**src/rtl/m_ptw_mem_responder_pkg.sv**
```systemverilog
// Shared constants and types for the page-table-walk memory responder.
// Holds the FSM state encodings, the default timeout, the request payload
// struct and the range/alignment check used wherever a request is decoded.
package m_ptw_mem_responder_pkg;

    localparam int unsigned PTW_AW      = 32;
    localparam int unsigned PTW_DW      = 32;
    localparam int unsigned PTW_TIMEOUT = 1024;

    typedef enum logic [1:0] {
        PTW_ST_IDLE = 2'd0,
        PTW_ST_MEM  = 2'd1,
        PTW_ST_RESP = 2'd2
    } ptw_state_e;

    typedef struct packed {
        logic [PTW_AW-1:0] addr;
        logic              we;
        logic [PTW_DW-1:0] wdata;
    } ptw_req_t;

    // Unsigned offset compare never wraps, so a window ending exactly at 2^32 is legal.
    function automatic logic ptw_addr_ok(input logic [PTW_AW-1:0] addr,
                                         input logic [PTW_AW-1:0] base,
                                         input logic [PTW_AW-1:0] size);
        logic [PTW_AW-1:0] off;
        off = addr - base;
        return (off < size) && (addr[1:0] == 2'b00);
    endfunction

endpackage

```
**src/rtl/m_ptw_req_buf.sv**
```systemverilog
// One-entry request buffer holding a PTW request that arrived while busy.
// Ports: CLK/RST, push (store push_data), pop (release the entry),
// full (entry valid), data (stored request). Push wins over a same-cycle pop,
// so a pop+push leaves the buffer full with the new request.
module m_ptw_req_buf
    import m_ptw_mem_responder_pkg::*;
(
    input  logic     CLK,
    input  logic     RST,
    input  logic     push,
    input  logic     pop,
    input  ptw_req_t push_data,
    output logic     full,
    output ptw_req_t data
);

    logic     valid_q;
    ptw_req_t data_q;

    // Entry storage
    always_ff @(posedge CLK or posedge RST) begin
        if (RST) begin
            valid_q <= 1'b0;
            data_q  <= '0;
        end else if (push) begin
            valid_q <= 1'b1;
            data_q  <= push_data;
        end else if (pop) begin
            valid_q <= 1'b0;
        end
    end

    assign full = valid_q;
    assign data = data_q;

endmodule

```
**src/rtl/m_ptw_mem_responder.sv**
```systemverilog
// Responder end of the MMU page-table-walk port. Each PTE read or A/D write
// is range/alignment checked, forwarded to a variable-latency memory port and
// answered with a one-cycle w_resp; failures (range, misalign, timeout)
// answer with w_err and rdata 0 so the MMU sees an invalid PTE.
// Ports: CLK, RST (async, active-high); MMU side w_req/w_addr/w_we/w_wdata ->
// w_resp/w_rdata/w_err; memory side w_mem_req/addr/we/wdata <- w_mem_ack/rdata;
// w_overflow is sticky when a request is dropped with both slots busy.
module m_ptw_mem_responder
    import m_ptw_mem_responder_pkg::*;
#(
    parameter logic [PTW_AW-1:0] ADDR_BASE      = 32'h8000_0000,
    parameter logic [PTW_AW-1:0] ADDR_SIZE      = 32'h0800_0000,
    parameter int unsigned       TIMEOUT_CYCLES = PTW_TIMEOUT
) (
    input  logic              CLK,
    input  logic              RST,
    input  logic              w_req,
    input  logic [PTW_AW-1:0] w_addr,
    input  logic              w_we,
    input  logic [PTW_DW-1:0] w_wdata,
    output logic              w_resp,
    output logic [PTW_DW-1:0] w_rdata,
    output logic              w_err,
    output logic              w_mem_req,
    output logic [PTW_AW-1:0] w_mem_addr,
    output logic              w_mem_we,
    output logic [PTW_DW-1:0] w_mem_wdata,
    input  logic              w_mem_ack,
    input  logic [PTW_DW-1:0] w_mem_rdata,
    output logic              w_overflow
);

    localparam int unsigned TW = $clog2(TIMEOUT_CYCLES + 1);

    ptw_state_e        state_q, state_d;
    ptw_req_t          lat_q, lat_d, in_req, buf_data, dec_req;
    logic [TW-1:0]     timer_q, timer_d;
    logic [PTW_DW-1:0] rdata_d;
    logic              resp_d, err_d, mem_req_d, ovf_d;
    logic              dec_valid, buf_full, buf_push, buf_pop;

    assign in_req = '{addr: w_addr, we: w_we, wdata: w_wdata};

    m_ptw_req_buf u_req_buf (
        .CLK       (CLK),
        .RST       (RST),
        .push      (buf_push),
        .pop       (buf_pop),
        .push_data (in_req),
        .full      (buf_full),
        .data      (buf_data)
    );

    // State and output registers
    always_ff @(posedge CLK or posedge RST) begin
        if (RST) begin
            state_q    <= PTW_ST_IDLE;
            lat_q      <= '0;
            timer_q    <= '0;
            w_resp     <= 1'b0;
            w_err      <= 1'b0;
            w_rdata    <= '0;
            w_mem_req  <= 1'b0;
            w_overflow <= 1'b0;
        end else begin
            state_q    <= state_d;
            lat_q      <= lat_d;
            timer_q    <= timer_d;
            w_resp     <= resp_d;
            w_err      <= err_d;
            w_rdata    <= rdata_d;
            w_mem_req  <= mem_req_d;
            w_overflow <= ovf_d;
        end
    end

    assign w_mem_addr  = lat_q.addr;
    assign w_mem_we    = lat_q.we;
    assign w_mem_wdata = lat_q.wdata;

    // Next state, buffer control and response outcome
    always_comb begin
        state_d   = state_q;
        lat_d     = lat_q;
        timer_d   = timer_q;
        resp_d    = 1'b0;
        err_d     = 1'b0;
        rdata_d   = w_rdata;
        ovf_d     = w_overflow;
        buf_push  = 1'b0;
        buf_pop   = 1'b0;
        dec_valid = 1'b0;
        dec_req   = in_req;

        case (state_q)
            PTW_ST_IDLE: begin
                dec_valid = w_req;
            end
            PTW_ST_MEM: begin
                timer_d = timer_q + TW'(1);
                if (w_mem_ack) begin
                    state_d = PTW_ST_RESP;
                    resp_d  = 1'b1;
                    rdata_d = lat_q.we ? '0 : w_mem_rdata;
                end else if (timer_q == TW'(TIMEOUT_CYCLES - 1)) begin
                    state_d = PTW_ST_RESP;
                    resp_d  = 1'b1;
                    err_d   = 1'b1;
                    rdata_d = '0;
                end
                if (w_req) begin
                    if (buf_full) ovf_d    = 1'b1;
                    else          buf_push = 1'b1;
                end
            end
            PTW_ST_RESP: begin
                state_d = PTW_ST_IDLE;
                if (buf_full) begin
                    // Oldest request first; a newcomer takes the freed slot.
                    buf_pop   = 1'b1;
                    dec_valid = 1'b1;
                    dec_req   = buf_data;
                    buf_push  = w_req;
                end else begin
                    // Empty slot: the newcomer is served straight away.
                    dec_valid = w_req;
                end
            end
            default: begin
                state_d = PTW_ST_IDLE;
            end
        endcase

        if (dec_valid) begin
            lat_d = dec_req;
            if (ptw_addr_ok(dec_req.addr, ADDR_BASE, ADDR_SIZE)) begin
                state_d = PTW_ST_MEM;
                timer_d = '0;
            end else begin
                state_d = PTW_ST_RESP;
                resp_d  = 1'b1;
                err_d   = 1'b1;
                rdata_d = '0;
            end
        end

        mem_req_d = (state_d == PTW_ST_MEM);
    end

endmodule

```
**config.mk**
```make
export PLATFORM = sky130hd
export DESIGN_NAME = m_ptw_mem_responder
export DESIGN_NICKNAME = d
export VERILOG_FILES = /design/src/rtl/m_ptw_mem_responder_pkg.sv /design/src/rtl/m_ptw_req_buf.sv /design/src/rtl/m_ptw_mem_responder.sv
export SDC_FILE = /design/constraint.sdc
export NUM_CORES = 1
export LEC_CHECK = 0
export CAP_MARGIN = 25
export CELL_PAD_IN_SITES_DETAIL_PLACEMENT = 0
export CELL_PAD_IN_SITES_GLOBAL_PLACEMENT = 1
export CORE_ASPECT_RATIO = 0.8
export CORE_UTILIZATION = 40
export CTS_BUF_LIST = sky130_fd_sc_hd__clkbuf_2 sky130_fd_sc_hd__clkbuf_4 sky130_fd_sc_hd__clkbuf_8
export CTS_CLUSTER_DIAMETER = 200
export CTS_CLUSTER_SIZE = 28
export DETAILED_ROUTE_END_ITERATION = 7
export MAX_ROUTING_LAYER = met4
export PLACE_DENSITY_LB_ADDON = 0.1
export SLEW_MARGIN = 20
export SYNTH_ARGS = -nofsm -noshare
export SYNTH_HDL_FRONTEND = slang
export SYNTH_SLANG_ARGS = --single-unit
```
**constraint.sdc**
```tcl
create_clock -name CLK -period 7.7 [get_ports CLK]
set_input_delay 1.54 -clock CLK [delete_from_list [all_inputs] [get_ports CLK]]
set_output_delay 1.54 -clock CLK [all_outputs]
set_load 0.02 [all_outputs]
```
==> summary.txt <==
Setup path
  – Critical path class: in2reg
  – Cells along the critical path: clkdlybuf4s50_1 > a21o_1 > o21ai_4 > buf_16 > buf_4 > a21oi_1 > nor2_1
  – Buf+Inv Stages, Crit Path: 3
  – Worst Setup Start Kind: input port
  – Slowest cell on crit path: a21oi_1
  – Crit. Startpoint: w_req
  – Crit path max fanout: 80
  – Launching point of the worst reg2reg path: state_q[0]$_DFF_PP0_
  – Worst EP arrival: between 3000 and 4000 ps
  – CP delay by family, top: buffers and inverters
  – Crit end category: register
  – Worst Path Required: approximately 8000 ps
  – Worst path max stage delay: between 700 and 800 ps

Clock tree
  – Post-CTS Hold Buffers: 0
  – Total CTS buffers: 17
  – Longest Clk Path Bufs: 2
  – CTS Sinks: 180
  – CTS H-tree depth: 4
  – CTS tree: done
  – Worst-path clk slew: roughly 90 ps
  – Worst skew pair latency: 450 ps
  – CTS root buffer: clkbuf_8
  – CTS resizes: 0
  – Setup Fix Bufs, Post-CTS: 0

GRT
  – Antenna violations before repair: 1
  – Vias in the first global route: between 6000 and 7000
  – GRT overflow: 0
  – First-pass GRT wire length: around 32 mm
  – All-Layer GR Usage: 20.4%
  – Largest net degree at the start of global routing: 81

Hold path
  – Type of the most critical hold path: reg2reg
  – Worst hold start: w_mem_addr[30]$_DFFE_PP0P_

Placement
  – Gpl congestion: 0.778
  – Post-DP HPWL: 13.3 mm
  – PortBufs: roughly 200

Floorplan
  – Die Width: 162 µm
  – Initial Utilization: about two fifths
  – Placeable Area: ~20000 µm²
  – Die ar.: between 20000 and 25000 µm²
  – I/O pin count: ~200
  – Die H: around 130 µm
  – FP Rows: 46

Yosys
  – Post-Syn Area per Cell: roughly 12 µm²
  – Post-Syn Area: just over 8000 µm²
  – Synth Net Count: between 800 and 900
  – Top cells by area, synth: dfrtp_1 (55%), mux2_2 (9.0%), mux2i_1 (8.1%), o21ai_0 (4.1%), or3b_2 (3.4%)
  – Top FF cell, synth: dfrtp_1
  – Post-synth top area cell: dfrtp_1
  – Synth Warn #: 0
  – Top-area cell type share of the netlist area: between 50% and 60%
  – Synth Instances: approximately 700
  – Most common cell in the synthesized netlist: dfrtp_1
  – Sequential fraction of the synthesis area: a little under three fifths
  – Async set-reset flop share out of synthesis: 100%
  – #FFs+latches synth: 180
  – EDFF count, synth: 0
  – Post-synthesis cell type count: 36
  – Synth top cells by count: dfrtp_1 (180), nand2_1 (70), o21ai_0 (67), mux2i_1 (66), mux2_2 (65)

STA
  – Worst slew pin tran: between 1000 and 1500 ps
  – Slew HR: between 30% and 40%
  – Setup TNS: 0 ps
  – Tcrit/Tclk final: a little under half
  – Worst clock skew: 14.5 ps
  – F_max: roughly 270 MHz
  – Final setup fails: 0
  – RSZ-0062 raised after global routing: no
  – Max-slew violation count: 0
  – Crit path time final: 3680 ps
  – Worst hold slack: a little under 500 ps
  – Final Hold Vio Count: 0

Pwr
  – PD cells: between 300 and 400 nW/µm²
  – Final Power: around 0.0039 W
  – Leakage: 4.74 nW
  – Peak VDD IR: 0.171 mV

Detailed routing
  – Iter 0 DRT Violations: 334
  – Via count: 5812
  – Total Routed Length: ~20 mm
  – Initial DRT Pass Iterations: 5
  – Drt via density: roughly 5
  – Wire per inst: 17.2 µm
  – Post-DRT Antenna Nets: 0
  – DRC violations left: 0

Layout
  – Ratio of cells with drive above 1 in the final layout: approximately 20%
  – P&R area growth vs syn: 31.9%
  – Nets: ~990
  – FILL cells: about 1700

Flow run
  – Max-cap violations: 0

Status
  – Status: complete, no violations
## flip-flops by register name, indices dropped and copies added (netlist names), 2 cells and up
signal,cells
state_q,2
timer_q,11
u_req_buf.data,65
w_mem_addr,32
w_mem_wdata,32
w_rdata,32
## worst paths after layout
path | to | slack [ps] | cells after the start
hold / removal | w_mem_addr[30]$_DFFE_PP0P_ | 490 | 2
max in group asynchronous | w_mem_addr[2]$_DFFE_PP0P_ | 4850 | 3
min in group asynchronous | w_rdata[11]$_DFF_PP0_ | 1610 | 2
hold reg to reg | w_mem_addr[30]$_DFFE_PP0P_ | 490 | 2
setup reg to reg | timer_q[8]$_DFF_PP0_ | 5000 | 8
setup / recovery | timer_q[8]$_DFF_PP0_ | 4020 | 7
## layout make-up
type | count | area, µm² | share of cell area [%]
multi-input cells | 464 | 3400 | 31.5
inverters | 5 | 23.8 | 0.221
flip-flops and latches | 180 | 4500 | 41.8
well taps | 264 | 330 | 3.06
repair buffers | 213 | 2130 | 19.8
clock buffers | 21 | 283 | 2.62
diodes | 1 | 2.50 | 0.0232
clock inverters | 10 | 100 | 0.929
## through the flow
step	cells	utilization [%]	area [µm²]	setup WS (ps)
global route	1158	54.1	10800	3810
detailed placement	1125	52.1	10400	3540
finish	1158	54.1	10800	4020
CTS	1156	54.0	10800	4040
floorplan	697	-	8170	1270
global placement	1124	51.9	10300	3400
## power by group
part	total, W	internal (W)	switching, W
Clock	0.000631	0.000286	0.000344
Combinational	0.00172	0.000830	0.000891
Sequential	0.00156	0.00133	0.000230
Total	0.00392	0.00245	0.00146
## cell usage in the layout, fill, tap and decap left out, types with 2 or more instances in the layout
cell type,n
clkinv_4,2
nor2b_1,33
a21o_1,4
mux2_2,65
xnor2_1,6
clkinvlp_4,4
nor2_1,17
nor3_1,5
nand2_1,69
o21ai_0,67
a21oi_2,29
clkbuf_8,20
buf_4,10
or3b_2,32
mux2i_1,66
ha_1,5
dfrtp_1,180
clkdlybuf4s50_1,201
a21oi_1,38
inv_6,3
nand4_1,7
inv_1,4
xor2_1,4
## kinds of logic after synthesis
logic type | Yosys count | share of synthesized area (%)
muxes | 131 | 17.0
and+or+nand+nor | 174 | 12.0
buffers and inverters | 53 | 3.55
DFF | 180 | 55.1
xor gates and xnor gates | 10 | 1.07
AOI/OAI and AO/OA | 144 | 10.5
adders and majority gates | 5 | 0.766
## tightest hold or removal path, cell delays in order (launching register included)
cell and delay (ps):
dfrtp_1 360, nand2_1 40, o21ai_0 60
## layer usage
metal / up-vias / wire length [µm] / global-route usage [%]
met4: 0 / 266 / 5.99
met1: 2856 / 9290 / 26.7
met3: 14 / 1260 / 5.24
li1: 2790 / - / -
met5: - / 0 / -
met2: 152 / 9150 / 31.5
Note: power is estimated with default switching activity, not from simulation.
==> RTL change, RTL diff (same flow settings) <==
The 3 states of `ptw_state_e` get a one-hot encoding in 3 bits.
--- a/src/rtl/m_ptw_mem_responder_pkg.sv
+++ b/src/rtl/m_ptw_mem_responder_pkg.sv
@@ -7,10 +7,10 @@
     localparam int unsigned PTW_DW      = 32;
     localparam int unsigned PTW_TIMEOUT = 1024;
 
-    typedef enum logic [1:0] {
-        PTW_ST_IDLE = 2'd0,
-        PTW_ST_MEM  = 2'd1,
-        PTW_ST_RESP = 2'd2
+    typedef enum logic [2:0] {
+        PTW_ST_IDLE = 3'b001,
+        PTW_ST_MEM  = 3'b010,
+        PTW_ST_RESP = 3'b100
     } ptw_state_e;
 
     typedef struct packed {
Check against the original RTL: no difference found for any inputs over 4 cycles, from zero or initial values and one cycle with RST high; so few cycles prove little.
==> RTL change against the original RTL <==
Synthesized area decreased by 3.1%; worst setup slack better by 0.29 ns; cell area down 2.2%; via count decreased by 10%; sequential cell count increased by 1; power shrank 5.5%; wire length is 12% lower; critical endpoint is now w_mem_wdata[16]; largest cell class unchanged; largest power group is now registers.
==> RTL change: results (changes against the original RTL) <==
| Metric | Value |
|---|---|
| Worst r2r src | `state_q[1]` |
| Gr usage total | `0.186 (-0.0186)` |
| Vias | `5216 (-10%)` |
| Place WS | `3.79 ns (+0.250 ns)` |
| Slew headroom | `0.373 (+0.0534)` |
| Hold Crit Depth | `1 (-1)` |
| Worst r2r path cells | `5 (-3)` |
| Post-synthesis net count | `686 (-15%)` |
| Post-synth top cells | `mux2_2 (192), dfrtp_1 (180), nand2_1 (36), a21oi_1 (34), o21ai_0 (33)` |
| Leak Pwr | `4.35 nW (-8.2%)` |
| DRT iter0 DRCs | `216 (-35%)` |
| Share of cells above drive strength 1 | `0.309 (+0.109)` |
| Fraction of the yosys area taken by sequential cells | `0.572 (+0.0212)` |
| Hold Crit Endpoint | `u_req_buf.data[40]` |
| GPL Wtd Cong | `0.763 (-1.8%)` |
| Top cells by area, synth | `dfrtp_1 (57%), mux2_2 (27%), a21oi_1 (2.1%)` |
| Yosys warns | `0 (unchanged)` |
| # diodes | `0 (-1)` |
| Clk Latency, worst-skew pair | `0.46 ns` |
| Fin nets | `879 (-11%)` |
| Total Wirelength | `17.5 mm (-12%)` |
| Post-synth EDFFs | `0 (unchanged)` |
| Post-CTS Setup Inserts | `0 (unchanged)` |
| Vias in the first global route | `5567 (-8.7%)` |
| Initial antenna violation count | `0 (-1)` |
| CP arrival | `3.73 ns (-0.25 ns)` |
| CTS clk-pin slew, worst paths | `0.09 ns (about the same)` |
| Crit-path max cell delay | `0.66 ns (-0.07 ns)` |
| Root Buffer | `clkbuf_8` |
| R2R setup slack | `4.90 ns (-0.10 ns)` |
| Hold Crit Class | `reg2reg` |
| Netlist cell types | `38 (+5.6%)` |
| Slowest cell on the critical path | `buf_4` |
| Hold_sp | `u_req_buf.data[40]` |
| DRT Pass-1 Iters | `4 (-1)` |
| Switching Fraction | `0.334 (-0.0399)` |
| CTS resizes | `0 (unchanged)` |
| Inserted Clock Buffers | `17 (unchanged)` |
| Layout Skew | `0.0146 ns (+0.0000403 ns)` |
| First-pass GRT wire length | `28.8 mm (-11%)` |
| Delay-heaviest family, CP | `buffers and inverters` |
| Max IR drop VDD | `0.194 mV (+13%)` |
| Reg2Reg Capture Point | `w_err` |
| Async SR Flop Fraction | `1.00 (unchanged)` |
| Post-DP HPWL | `11.4 mm (-14%)` |
| Crit Path Max Fanout | `46 (-43%)` |
| Fin crit share | `0.440 (-0.0380)` |
| H-tree levels | `4 (unchanged)` |
| Largest net degree at the start of global routing | `108 (+33%)` |
| Status | `finished clean` |
## RTL change: cell count changes after synthesis, moves of 5 or more
cell,before,now
clkbuf_1,15,6
nor2b_1,33,1
a21oi_2,29,1
nand2_1,70,36
mux2_2,65,192
or3b_2,32,0
o21ai_0,67,33
nor2_1,18,13
mux2i_1,66,0
## RTL change: through the flow
step	hold WS [ns]	area, µm²	cells
2_1_floorplan	0.459	7920	583
3_3_place_gp	0.454	10100	1011
3_5_place_dp	0.472	10100	1013
4_1_cts	0.492	10500	1043
5_1_grt	0.518	10500	1045
6_report	0.490	10500	1045
## RTL change: layout make-up
type / instances / area, µm²
fill: 1612 / 8660
clock buffer: 18 / 241
timing repair buffer: 210 / 2130
sequential: 181 / 4530
multi-input combinational: 361 / 3160
tap: 258 / 323
clock inverter: 12 / 130
inverter: 5 / 23.8
## RTL change: worst register-to-register path, stage by stage (launching register included)
cell and delay, ns:
dfrtp_1 0.48, and4bb_4 0.73, buf_12 0.31, nand3b_1 0.20, and4bb_2 0.78, o21bai_1 0.22
## RTL change: how the worst max path moves through the flow
stage | start | endpoint
CTS | w_req | w_mem_wdata[2]
detailed placement | w_req | w_mem_wdata[26]
finish | w_req | w_mem_wdata[16]
global route | w_req | w_mem_wdata[6]
floorplan | RST | state_q[1]
global placement | w_req | w_mem_wdata[12]
## RTL change: logic make-up (layout without fill, tap and decap cells)
| group | count (synthesis) | after routing | share of synthesized area |
|---|---|---|---|
| compound gates | 78 | 78 | 0.0541 |
| flops | 181 | 181 | 0.572 |
| xor+xnor | 10 | 10 | 0.0111 |
| buf+inv | 41 | 245 | 0.0311 |
| fa+ha+maj | 2 | 2 | 0.00316 |
| simple gates | 76 | 76 | 0.0507 |
| mux | 195 | 195 | 0.277 |
## RTL change: layer usage
metal | track usage | wire length, µm | vias to the layer above
li1 | - | - | 2450
met1 | 0.240 | 8220 | 2636
met2 | 0.299 | 8520 | 116
met3 | 0.0359 | 605 | 14
met4 | 0.0549 | 200 | 0
met5 | - | 0 | -
## RTL change: power by group through the flow
stage | Clock [mW] | Sequential [mW] | Combinational (mW)
6_report | 0.621 | 1.55 | 1.53
3_3_place_gp | 0 | 1.54 | 1.52
2_1_floorplan | 0 | 1.74 | 0.778
4_1_cts | 0.652 | 1.55 | 1.56
5_1_grt | 0.687 | 1.60 | 1.65
3_5_place_dp | 0 | 1.57 | 1.55
